### src/rtl/cart_bus_seq.sv
// Cartridge slot bus sequencer: one bus cycle every N hclk.
// Strobes are placed at fixed phases of cnt within each cycle.
module cart_bus_seq #(
  parameter int AW         = 16,
  parameter int DW         = 8,
  parameter int DIV_NORMAL = 16,
  parameter int DIV_DOUBLE = 8
) (
  input  logic          hclk,
  input  logic          gbreset_n,
  input  logic          speed,
  input  logic          halt,
  input  logic          align,
  input  logic          req,
  input  logic          req_wr,
  input  logic          req_cs_n,
  input  logic [AW-1:0] req_addr,
  input  logic [DW-1:0] req_wdata,
  output logic          ack,
  output logic [DW-1:0] rdata,
  output logic          rvalid,
  output logic [AW-1:0] CART_A,
  output logic          CART_CLK,
  output logic          CART_CS,
  output logic          CART_RD,
  output logic          CART_WR,
  output logic [DW-1:0] CART_DOUT,
  input  logic [DW-1:0] CART_DIN,
  output logic          CART_DATA_OE
);

  localparam int DMAX =
    (DIV_NORMAL > DIV_DOUBLE) ? DIV_NORMAL : DIV_DOUBLE;
  localparam int CW = $clog2(DMAX);

  typedef enum logic [1:0] {
    RUN_IDLE,
    RUN_RD,
    RUN_WR,
    HOLD
  } state_t;

  state_t        state, state_nx;
  logic [CW-1:0] cnt, cnt_nx, cnt_inc;
  logic [CW-1:0] n_m1, n_m2, n_h, n_h1, n_q;
  logic          dbl, started;
  logic          wrap, go, to_hold;
  logic          cs_lat;
  logic [DW-1:0] wd_lat;

  assign n_m1 = dbl ? CW'(DIV_DOUBLE - 1)   : CW'(DIV_NORMAL - 1);
  assign n_m2 = dbl ? CW'(DIV_DOUBLE - 2)   : CW'(DIV_NORMAL - 2);
  assign n_h  = dbl ? CW'(DIV_DOUBLE / 2)   : CW'(DIV_NORMAL / 2);
  assign n_h1 = dbl ? CW'(DIV_DOUBLE/2 - 1) : CW'(DIV_NORMAL/2 - 1);
  assign n_q  = dbl ? CW'(DIV_DOUBLE / 4)   : CW'(DIV_NORMAL / 4);

  assign cnt_inc = cnt + CW'(1);
  // The first edge out of reset behaves as a cycle boundary.
  assign wrap    = !started || (cnt == n_m1);

  always_comb begin
    state_nx = state;
    cnt_nx   = cnt_inc;
    go       = 1'b0;
    to_hold  = 1'b0;
    if (align) begin
      go = 1'b1;
    end else if (state == HOLD || wrap) begin
      go      = !halt;
      to_hold = halt;
    end
    if (go) begin
      cnt_nx = '0;
      if (!req)
        state_nx = RUN_IDLE;
      else if (req_wr)
        state_nx = RUN_WR;
      else
        state_nx = RUN_RD;
    end else if (to_hold) begin
      cnt_nx   = '0;
      state_nx = HOLD;
    end
  end

  always_ff @(posedge hclk or negedge gbreset_n) begin
    if (!gbreset_n) begin
      state   <= RUN_IDLE;
      cnt     <= '0;
      started <= 1'b0;
      dbl     <= 1'b0;
    end else begin
      state   <= state_nx;
      cnt     <= cnt_nx;
      started <= 1'b1;
      if (go)
        dbl <= speed;
    end
  end

  always_ff @(posedge hclk or negedge gbreset_n) begin
    if (!gbreset_n) begin
      CART_A       <= '0;
      CART_CLK     <= 1'b0;
      CART_CS      <= 1'b1;
      CART_RD      <= 1'b1;
      CART_WR      <= 1'b1;
      CART_DOUT    <= '0;
      CART_DATA_OE <= 1'b0;
      rdata        <= '0;
      rvalid       <= 1'b0;
      ack          <= 1'b0;
      cs_lat       <= 1'b1;
      wd_lat       <= '0;
    end else begin
      ack    <= 1'b0;
      // An align on the last edge of a read aborts it.
      rvalid <= (state == RUN_RD) && (cnt == n_m1) && !align;
      if (go) begin
        CART_CLK     <= 1'b1;
        CART_RD      <= 1'b0;
        CART_CS      <= 1'b1;
        CART_WR      <= 1'b1;
        CART_DATA_OE <= 1'b0;
        if (req) begin
          CART_A <= req_addr;
          wd_lat <= req_wdata;
          cs_lat <= req_cs_n;
          ack    <= 1'b1;
        end
      end else if (to_hold) begin
        CART_CLK     <= 1'b0;
        CART_CS      <= 1'b1;
        CART_RD      <= 1'b0;
        CART_WR      <= 1'b1;
        CART_DATA_OE <= 1'b0;
      end else begin
        if (cnt_inc == n_q && state != RUN_IDLE) begin
          CART_CS <= cs_lat;
          if (state == RUN_WR)
            CART_RD <= 1'b1;
        end
        if (cnt_inc == n_h1 && state == RUN_WR) begin
          CART_DATA_OE <= 1'b1;
          CART_DOUT    <= wd_lat;
        end
        if (cnt_inc == n_h) begin
          CART_CLK <= 1'b0;
          if (state == RUN_WR)
            CART_WR <= 1'b0;
        end
        if (cnt_inc == n_m2) begin
          CART_WR      <= 1'b1;
          CART_DATA_OE <= 1'b0;
        end
        if (cnt_inc == n_m1 && state == RUN_RD)
          rdata <= CART_DIN;
      end
    end
  end

endmodule

### config.mk
export PLATFORM = sky130hd
export DESIGN_NAME = cart_bus_seq
export DESIGN_NICKNAME = d
export VERILOG_FILES = /design/src/rtl/cart_bus_seq.sv
export SDC_FILE = /design/constraint.sdc
export NUM_CORES = 1
export LEC_CHECK = 0
export BUFFER_PORTS_ARGS = -buffer_cell sky130_fd_sc_hd__buf_4
export CAP_MARGIN = 25
export CORE_MARGIN = 3
export CORE_UTILIZATION = 24
export DETAILED_ROUTE_END_ITERATION = 10
export HOLD_SLACK_MARGIN = 0.15
export PLACE_DENSITY = 0.55
export RECOVER_POWER = 100
export REMOVE_ABC_BUFFERS = 1
export SYNTH_ARGS = -nofsm -noshare
export SYNTH_HDL_FRONTEND = slang
export SYNTH_SLANG_ARGS = --single-unit
### constraint.sdc
create_clock -name hclk -period 2.25 [get_ports hclk]
set_input_delay 0.1125 -clock hclk [delete_from_list [all_inputs] [get_ports hclk]]
set_output_delay 0.1125 -clock hclk [all_outputs]
set_load 0.01 [all_outputs]
==> results of run 1 <==
==> metrics by stage <==
| step | worst slack (ns) | cell area (um^2) |
|---|---|---|
| after floorplan | -0.497 | 2340 |
| after global placement | 0.0803 | 3150 |
| after detailed placement | 0.0549 | 3150 |
| after CTS | 0.0433 | 3620 |
| after global routing | 0.00906 | 3460 |
| final | 0.108 | 3460 |
==> cells by family (layout without fill, tap and decap cells) <==
kind of cell	count (synthesis)	count (layout)	share of synthesized area [%]
AOI/OAI and AO/OA	18	18	5.17
xor gates and xnor gates	5	5	2.14
adders and majority gates	3	3	1.57
buffers and inverters	10	134	3.03
DFF	56	56	58.7
muxes	43	43	21.4
other	1	1	0.157
and+or+nand+nor	34	34	7.83
==> worst max path at each step <==
stage,from,to,depth (start not counted)
floorplan,cnt[0],CART_A[0],6
global placement,cnt[0],CART_DOUT[1],6
detailed placement,cnt[0],CART_DOUT[0],6
CTS,cnt[1],CART_DOUT[0],6
global route,cnt[1],CART_DOUT[0],6
finish,cnt[1],CART_DOUT[0],6
==> cell type report <==
class | count | area [um^2]
Sequential cell | 56 | 1410
Clock buffer | 5 | 68.8
Timing Repair Buffer | 122 | 870
Multi-Input combinational cell | 104 | 912
Inverter | 4 | 15.0
Clock inverter | 3 | 22.5
Tap cell | 129 | 161
Fill cell | 1004 | 6000
==> layer usage <==
layer	vias to the layer above	track usage, %	part of all wire (%)
li1	840	-	-
met3	8	2.25	5.7
met5	-	0	0
met2	51	15.8	46
met4	0	3.89	1.7
met1	823	13.1	47
==> worst max-delay path, cell delays in order (launching register included) <==
cell,delay [ns]
dfrtp_1,0.40
ha_2,0.22
nand2_1,0.11
o21ai_2,0.07
or2_0,0.23
or4_4,0.66
mux2_4,0.34
==> Yosys cell counts (2+ instances only) <==
cell type	n
nor2_1	8
nand3_1	3
mux2_4	8
dfrtp_1	52
mux2_2	34
nor3b_1	2
ha_1	3
inv_1	4
nor2b_1	3
nand2_1	4
buf_6	3
buf_2	2
o21ai_0	4
nor3_1	3
a21oi_1	3
xnor2_1	2
nand2b_1	4
xor2_1	2
dfstp_2	4
==> power groups by stage <==
stage | registers, mW | clock network (mW) | logic [mW]
final | 1.14 | 0.572 | 0.365
after global routing | 1.15 | 0.651 | 0.403
after CTS | 1.14 | 0.611 | 0.423
after detailed placement | 1.16 | 0 | 0.371
after global placement | 1.16 | 0 | 0.364
after floorplan | 1.18 | 0 | 0.139
==> state kept, by name, indices dropped and copies added (netlist names), 2 cells and up <==
register   cells
rdata          8
CART_DOUT      8
cnt            4
state          2
wd_lat         8
CART_A        16
==> repair_timing <==
action                                 CTS  global route
setup endpoints to repair                0             8
hold buffers                            37             0
buffers inserted                         0             0
gates resized for setup                  0             2
endpoints found under the hold margin   90             0
==> impl_results.md, run 1 <==
- Outcome: complete, no violations
- Initial Util: 25.3%
- Achievable Freq: 467 MHz
- Critical path type: flop to flop
- WHS Path Cells: 3
- TritonCTS clock tree: built
- Seq/Total Area, Yosys: 58.7%
- Worst hold path class: input port to flop
- Clock Skew: 0.00956 ns
- Clock Power Share: 27.6%
- Setup violations, final: 0
- WP data arrival: 2.35 ns
- Most common cell after layout, fill and taps aside: dfrtp_1
- CTS Buf Count: 5
- Fraction of layout cells with a size suffix above 1: 34.7%
- Nets: 336
- Worst Max-Slew Pin Slew: 1.38 ns
- Share of flip-flops with an asynchronous set or reset: 100%
- Total Routed Length: 5.45 mm
- Port bufs: 78
- CTS clock-pin slew for the worst setup and hold paths: 0.11 ns
- Clock H-tree levels: 2
- Critical path launch point type: flop
- Final TNS setup: 0 ns
- TritonRoute pass-1 iters: 4
- Antenna cells: 0
- Routed vias: 1722
- Core box area: 9460 um^2
- Switch share: 26.5%
- Syn avg cell area: 14.1 um^2
- Reg2Reg Setup Slack: 0.11 ns
- Root Driver: clkbuf_8
- Global-route wire length before repair: 8.85 mm
- Number of max-cap violations: 0
- Critical R2R Capture: CART_DOUT[0]
- Worst hold margin: 0.178 ns
- Die area: 11200 um^2
- Leak: 1.53 nW
- Final hold violation count: 0
- Main synth FF type: dfrtp_1
- CTS Sinks: 56
- R2R depth: 6
- Most frequent cells in the layout: 52 x dfrtp_1, 43 x buf_4, 39 x clkbuf_1, 37 x dlygate4sd3_1, 34 x mux2_2
- Die Y: 106 um
- Unrepaired setup endpoints after global routing: false
- Relative slew margins: 8.01%
- VDD IR max: 0.000244 V
- Area grow syn2layout: 44.2%
- Post-Synthesis Cells: 170
- Total global-route track usage: 9.92%
- FF-to-FF Start: cnt[1]
- Largest net degree at the start of global routing: 57
- Synthesis Warnings: 0
- Crit path max fanout: 8
- Worst path required time: 2.46 ns
- CTS Buffer Depth: 2
- Placer Congestion: 0.788
- Total grt overflow: 0
- Vias/cell: 4.07
- Worst Hold Endpoint: state[0]
- Cell internal pwr: 1.52 mW
- Yosys top cell area share: 54.3%
- Synth unique cells: 41
- Later-pin clock latency in the skew report: 0.31 ns
- FF+latch count, synth: 56
- DRC: 0
- Synth area leaders: dfrtp_1 54%, mux2_2 16%, mux2_4 5.0%
- Crit share post-route: 95.2%
- Wire per inst: 12.9 um
- Chip Width: 106 um
- Initial DRC Count: 44
- Pwr Density: 600 nW/um^2
- Psw: 0.550 mW
- Post-Syn Area: 2400 um^2
- Slew Viols, Final: 0
- Routed Antenna Nets: 0
- Final cell count without fillers: 423
- Comb power frac: 17.6%
- Post-synth EDFFs: 0
- Placed cell count: 378
- IO Pins: 79
- Final Util: 36.5%
- Worst setup EP type: flop
- Period minus WS final: 2.14 ns
- Cell accounting for the most synthesized area: dfrtp_1
- Sequential Power Share: 54.9%
- Hold Crit Start: req
- Rows: 35
- DP HPWL: 3.73 mm
- Vias in the first global route: 1772
- Design Power: 2.08 mW
- Initial antenna violation count: 0
(Power assumes the default switching activity.)
==> run 2: changes to the inputs <==
--- a/config.mk
+++ b/config.mk
@@ -11,6 +11,7 @@
 export CORE_UTILIZATION = 24
 export DETAILED_ROUTE_END_ITERATION = 10
 export HOLD_SLACK_MARGIN = 0.15
+export MAX_ROUTING_LAYER = met4
 export PLACE_DENSITY = 0.55
 export RECOVER_POWER = 100
 export REMOVE_ABC_BUFFERS = 1
==> run 2 against run 1 <==
  * Clock power barely moved
  * Cell area is the same
  * First-iteration DRC count shrank 14%
  * Count of clock-buffer cells in the layout is the same
  * Core utilization stayed put
  * Non-clock buffer count is the same
  * Sequential power barely moved
  * Clock skew about the same
  * Global-route usage rose by 0.26 points
  * Flip-flop and latch count stayed put
  * Worst hold slack gained 0.00094 ns
  * Via count grew 0.64%
  * Largest cell class unchanged
==> impl_results.md, run 2 (same netlist as run 1, synthesis figures left out) <==
- Final TNS setup: 0 ns (unchanged)
- Worst setup EP type: flop
- Later-pin clock latency in the skew report: 0.31 ns (about the same)
- WP data arrival: 2.35 ns (about the same)
- Crit path max fanout: 8 (unchanged)
- Hold Crit Start: req
- Vias in the first global route: 1771 (-0.056%)
- Design Power: 2.07 mW (about the same)
- Worst Hold Endpoint: state[0]
- Total grt overflow: 0 (unchanged)
- Slew Viols, Final: 0 (unchanged)
- Worst Max-Slew Pin Slew: 1.38 ns (+0.00150 ns)
- CP max stage cell: or4_4
- Root Driver: clkbuf_8
- Comb power frac: 17.6% (about the same)
- VDD IR max: 0.000244 V (about the same)
- Critical path type: flop to flop
- Delay-heaviest family, CP: simple AND/OR/NAND/NOR gates
- CTS Buf Count: 5 (unchanged)
- Reg2Reg Setup Slack: 0.10 ns (about the same)
- Placer Congestion: 0.799 (+1.4%)
- Place WS: 0.0549 ns (unchanged)
- Leak: 1.53 nW (unchanged)
- R2R depth: 6 (unchanged)
- Setup violations, final: 0 (unchanged)
- Relative slew margins: 7.91% (-0.10 points)
- Unrepaired setup endpoints after global routing: false
- IO Pins: 79 (unchanged)
- Chip Width: 106 um (unchanged)
- TritonCTS clock tree: built
- Number of flip-flops under the largest register name: 16 (unchanged)
- Total Routed Length: 5.45 mm (about the same)
- FF-to-FF Start: cnt[1]
- Fraction of layout cells with a size suffix above 1: 34.7% (unchanged)
- Initial antenna violation count: 0 (unchanged)
- Achievable Freq: 465 MHz (-0.37%)
- Area grow syn2layout: 44.2% (unchanged)
- Die Y: 106 um (unchanged)
- Initial DRC Count: 38 (-14%)
- Clock Skew: 0.00910 ns (-0.000460 ns)
- Largest net degree at the start of global routing: 57 (unchanged)
- Clock Power Share: 27.6% (about the same)
- Critical path launch point type: flop
- Pwr Density: 600 nW/um^2 (about the same)
- Antenna cells: 0 (unchanged)
- CTS Sinks: 56 (unchanged)
- Number of max-cap violations: 0 (unchanged)
- WHS Path Cells: 3 (unchanged)
- Initial Util: 25.3% (unchanged)
- Outcome: complete, no violations
- Critical-path cell list: ha_2, nand2_1, o21ai_2, or2_0, or4_4, mux2_4
- Total global-route track usage: 10.2% (+0.26 points)
- Most flops, register: CART_A
- Sequential Power Share: 54.9% (about the same)
- Routed Antenna Nets: 0 (unchanged)
- Critical R2R Capture: CART_DOUT[0]
- Worst hold path class: input port to flop
- Vias/cell: 4.10 (+0.64%)
- DRC: 0 (unchanged)
- Core box area: 9460 um^2 (unchanged)
- Most common cell after layout, fill and taps aside: dfrtp_1
- Routed vias: 1733 (+0.64%)
- Wire per inst: 12.9 um (about the same)
- Switch share: 26.5% (about the same)
- Buffers plus inverters on the worst setup path: 0 (unchanged)
- Die area: 11200 um^2 (unchanged)
- Global-route wire length before repair: 8.86 mm (+0.16%)
- Crit share post-route: 95.5% (+0.35 points)
- Worst path required time: 2.45 ns (about the same)
- TritonRoute pass-1 iters: 4 (unchanged)
- Psw: 0.550 mW (about the same)
- Port bufs: 78 (unchanged)
- Rows: 35 (unchanged)
- Clock H-tree levels: 2 (unchanged)
- Worst path max stage delay: 0.66 ns (about the same)
- Final hold violation count: 0 (unchanged)
- Final setup margin: 0.100 ns (-0.00797 ns)
- Worst hold margin: 0.179 ns (+0.000936 ns)
- CTS clock-pin slew for the worst setup and hold paths: 0.11 ns (about the same)
- Cell internal pwr: 1.52 mW (unchanged)
- Period minus WS final: 2.15 ns (+0.00798 ns)
- CTS Buffer Depth: 2 (unchanged)
- Nets: 336 (unchanged)
- Most frequent cells in the layout: 52 x dfrtp_1, 43 x buf_4, 39 x clkbuf_1, 37 x dlygate4sd3_1, 34 x mux2_2
- DP HPWL: 3.73 mm (unchanged)
-- run 2: cell counts in the layout (fill, tap and decap cells not counted) --
Identical to the previous run, type by type.
-- run 2: final cells by class --
cell class	count	area, um^2
clock buffers	5	68.8
clock inverters	3	22.5
fillers	1004	6000
inverters	4	15.0
multi-input cells	104	912
flip-flops and latches	56	1410
well taps	129	161
repair buffers	122	870
-- run 2: power by group through the flow --
stage               logic, mW  registers, mW  clock network (mW)
CTS                     0.423           1.14               0.611
detailed placement      0.371           1.16                   0
floorplan               0.139           1.18                   0
global route            0.403           1.15               0.651
global placement        0.364           1.16                   0
finish                  0.365           1.14               0.572
-- run 2: what timing repair did --
item | 4_1_cts | 5_1_grt
buffers inserted | 0 | 0
gates resized for setup | 0 | 2
endpoints found under the setup margin | 0 | 8
hold buffers | 37 | 0
endpoints found under the hold margin | 90 | 0
-- run 2: worst max path at each step --
stage                     depth (start not counted)  slack [ns]      endpoint    from
after floorplan                                   6       -0.50     CART_A[0]  cnt[0]
after global placement                            6        0.08  CART_DOUT[1]  cnt[0]
after detailed placement                          6        0.05  CART_DOUT[0]  cnt[0]
after CTS                                         6        0.04  CART_DOUT[0]  cnt[1]
after global routing                              6       0.009  CART_DOUT[0]  cnt[1]
final                                             6        0.10  CART_DOUT[0]  cnt[1]
-- run 2: per-layer routing --
layer  vias to the layer above  share of wire (%)  track usage, %
li1                        839                  -               -
met2                        58                 46            15.8
met1                       828                 47            13.4
met5                         -                  0               -
met4                         0                1.7            3.89
met3                         8                5.2            1.82
-- run 2: per-stage QoR --
step / util (%) / cells / cell area, um^2
2_1_floorplan: - / 164 / 2340
3_3_place_gp: 33.3 / 378 / 3150
3_5_place_dp: 33.3 / 378 / 3150
4_1_cts: 38.2 / 423 / 3620
5_1_grt: 36.5 / 423 / 3460
6_report: 36.5 / 423 / 3460
-- run 2: worst reg2reg max path: cells and delay by family, from the launching register on --
kind                     cells  cell delay, ns
AO/OA/AOI/OAI                1            0.07
adder cells (fa/ha/maj)      1            0.22
flip-flops                   1            0.40
multiplexers                 1            0.34
AND/OR/NAND/NOR              3            1.01
==> run 3: changes to the inputs <==
--- a/config.mk
+++ b/config.mk
@@ -15,6 +15,7 @@
 export PLACE_DENSITY = 0.55
 export RECOVER_POWER = 100
 export REMOVE_ABC_BUFFERS = 1
+export SETUP_SLACK_MARGIN = 0.5
 export SYNTH_ARGS = -nofsm -noshare
 export SYNTH_HDL_FRONTEND = slang
 export SYNTH_SLANG_ARGS = --single-unit
==> run 3 against run 2 <==
  * Largest cell class unchanged
  * Core utilization grew 2.2 points
  * Via count grew 2.8%
  * Maximum frequency hardly changed
  * Routed wire length rose by 12%
  * Clock power increased by 0.7%
  * Clock skew grew 0.0030 ns
  * Critical path type unchanged
  * Non-clock buffer count increased by 13
  * Total power grew 3.1%
==> impl_results.md, run 3 (same netlist as run 1, synthesis figures left out) <==
- Outcome: complete, no violations
- DP HPWL: 3.73 mm (unchanged)
- Final cell count without fillers: 436 (+3.1%)
- FF-to-FF Start: cnt[1]
- Initial Util: 25.3% (unchanged)
- Most common cell after layout, fill and taps aside: dfrtp_1
- Critical R2R Capture: CART_DOUT[0]
- Delay-heaviest family, CP: simple AND/OR/NAND/NOR gates
- Vias/cell: 4.09 (-0.24%)
- Setup violations, final: 0 (unchanged)
- CTS Buffer Depth: 2 (unchanged)
- Levels on crit path: 6 (unchanged)
- Initial antenna violation count: 0 (unchanged)
- Routed vias: 1782 (+2.8%)
- Rows: 35 (unchanged)
- Die Y: 106 um (unchanged)
- Pwr Density: 585 nW/um^2 (-2.6%)
- WHS Path Cells: 3 (unchanged)
- GR Util met1: 15.4% (+2.0 points)
- Port bufs: 78 (unchanged)
- Final setup margin: 0.102 ns (+0.00131 ns)
- Chip Width: 106 um (unchanged)
- Most frequent cells in the layout: 50 x dfrtp_1, 47 x buf_4, 39 x clkbuf_1, 37 x dlygate4sd3_1, 18 x mux2_1
- R2R depth: 6 (unchanged)
- CTS Buf Count: 5 (unchanged)
- VDD IR max: 0.000247 V (+1.1%)
- Global-route wire length before repair: 9.76 mm (+10%)
- Critical path type: flop to flop
- Period minus WS final: 2.15 ns (-0.00131 ns)
- Area grow syn2layout: 52.7%
- Total Routed Length: 6.09 mm (+12%)
- Largest net degree at the start of global routing: 57 (unchanged)
- Clock H-tree levels: 2 (unchanged)
- Place WS: 0.0549 ns (unchanged)
- CP max stage cell: or4_4
- Crit share post-route: 95.5% (about the same)
- Clock Skew: 0.0121 ns (+0.00302 ns)
- Vias in the first global route: 1872 (+5.7%)
- Critical path launch point type: flop
- Final TNS setup: 0 ns (unchanged)
- Die area: 11200 um^2 (unchanged)
- IO Pins: 79 (unchanged)
- Worst Max-Slew Pin Slew: 1.36 ns (-0.0165 ns)
- Reg2Reg Setup Slack: 0.10 ns (about the same)
- Achievable Freq: 465 MHz (about the same)
- CTS clock-pin slew for the worst setup and hold paths: 0.11 ns (about the same)
- Worst path required time: 2.45 ns (about the same)
- CTS Sinks: 56 (unchanged)
- Number of flip-flops under the largest register name: 16 (unchanged)
- M2 GR Usage: 17.6% (+1.8 points)
- Met3 Usage GRT: 1.82% (unchanged)
- Nets: 349 (+3.9%)
- Gr busiest metal: met2
- Total grt overflow: 0 (unchanged)
- Number of max-cap violations: 0 (unchanged)
- Relative slew margins: 9.00% (+1.1 points)
- Final hold violation count: 0 (unchanged)
- TritonCTS clock tree: built
- Fraction of layout cells with a size suffix above 1: 34.5% (-0.17 points)
- Worst Hold Endpoint: state[0]
- Design Power: 2.14 mW (+3.1%)
- Hold Crit Start: req
- Unrepaired setup endpoints after global routing: true
- Core box area: 9460 um^2 (unchanged)
- Wire per inst: 14.0 um (+8.4%)
- Critical-path cell list: ha_4, xnor2_4, nor3_2, a41oi_2, or4_4, mux2_1
- WP data arrival: 2.35 ns (about the same)
- Later-pin clock latency in the skew report: 0.32 ns (about the same)
- Worst hold path class: input port to flop
- Most flops, register: CART_A
- Initial DRC Count: 40 (+5.3%)
- Worst setup EP type: flop
- Leak: 1.64 nW (+7.2%)
- Slew Viols, Final: 0 (unchanged)
- Root Driver: clkbuf_8
- Routed Antenna Nets: 0 (unchanged)
- Buffers plus inverters on the worst setup path: 0 (unchanged)
- Worst path max stage delay: 0.65 ns (about the same)
- Placer Congestion: 0.799 (unchanged)
- Total global-route track usage: 11.4% (+1.2 points)
- TritonRoute pass-1 iters: 4 (unchanged)
- Crit path max fanout: 8 (unchanged)
- Placed cell count: 378 (unchanged)
- DRC: 0 (unchanged)
- Antenna cells: 0 (unchanged)
## run 3: per-layer routing
| layer | wire length, um | vias up |
|---|---|---|
| li1 | - | 866 |
| met1 | 2900 | 860 |
| met2 | 2870 | 51 |
| met3 | 244 | 5 |
| met4 | 76 | 0 |
| met5 | 0 | - |
## run 3: worst max path at each step
stage               slack [ns]      endpoint   start
finish                    0.10  CART_DOUT[0]  cnt[1]
global route              0.02  CART_DOUT[4]  cnt[1]
CTS                       0.15  CART_DOUT[0]  cnt[1]
detailed placement        0.05  CART_DOUT[0]  cnt[0]
global placement          0.08  CART_DOUT[1]  cnt[0]
floorplan                -0.50     CART_A[0]  cnt[0]
## run 3: per-stage QoR
step           instance area [um^2]  hold slack, ns  util, %
2_1_floorplan                  2340          -0.183        -
5_1_grt                        3660           0.189     38.7
4_1_cts                        3880           0.171     41.1
6_report                       3660           0.188     38.7
3_3_place_gp                   3150           0.218     33.3
3_5_place_dp                   3150           0.223     33.3
## run 3: layout make-up
cell class	instances	area (um^2)
fill	1002	5800
sequential	56	1410
timing repair buffer	135	1010
multi-input combinational	104	975
tap	129	161
clock buffer	5	68.8
clock inverter	3	22.5
inverter	4	15.0
## run 3: report_power, final
group          total, mW  switching (mW)  internal [mW]
Combinational      0.421           0.177          0.244
Sequential          1.14          0.0491           1.09
Clock              0.576           0.352          0.224
## run 3: timing repair
item,CTS,global route
setup endpoints to repair,44,45
hold buffers,37,0
gates resized for setup,34,5
gates cloned,3,0
endpoints found under the hold margin,90,0
buffers inserted,7,3
pin swaps,3,4
## run 3: worst min-delay path, delay by kind of cell
family / cells / cell delay, ns
compound gates: 1 / 0.13
buf+inv: 1 / 0.09
simple gates: 1 / 0.13
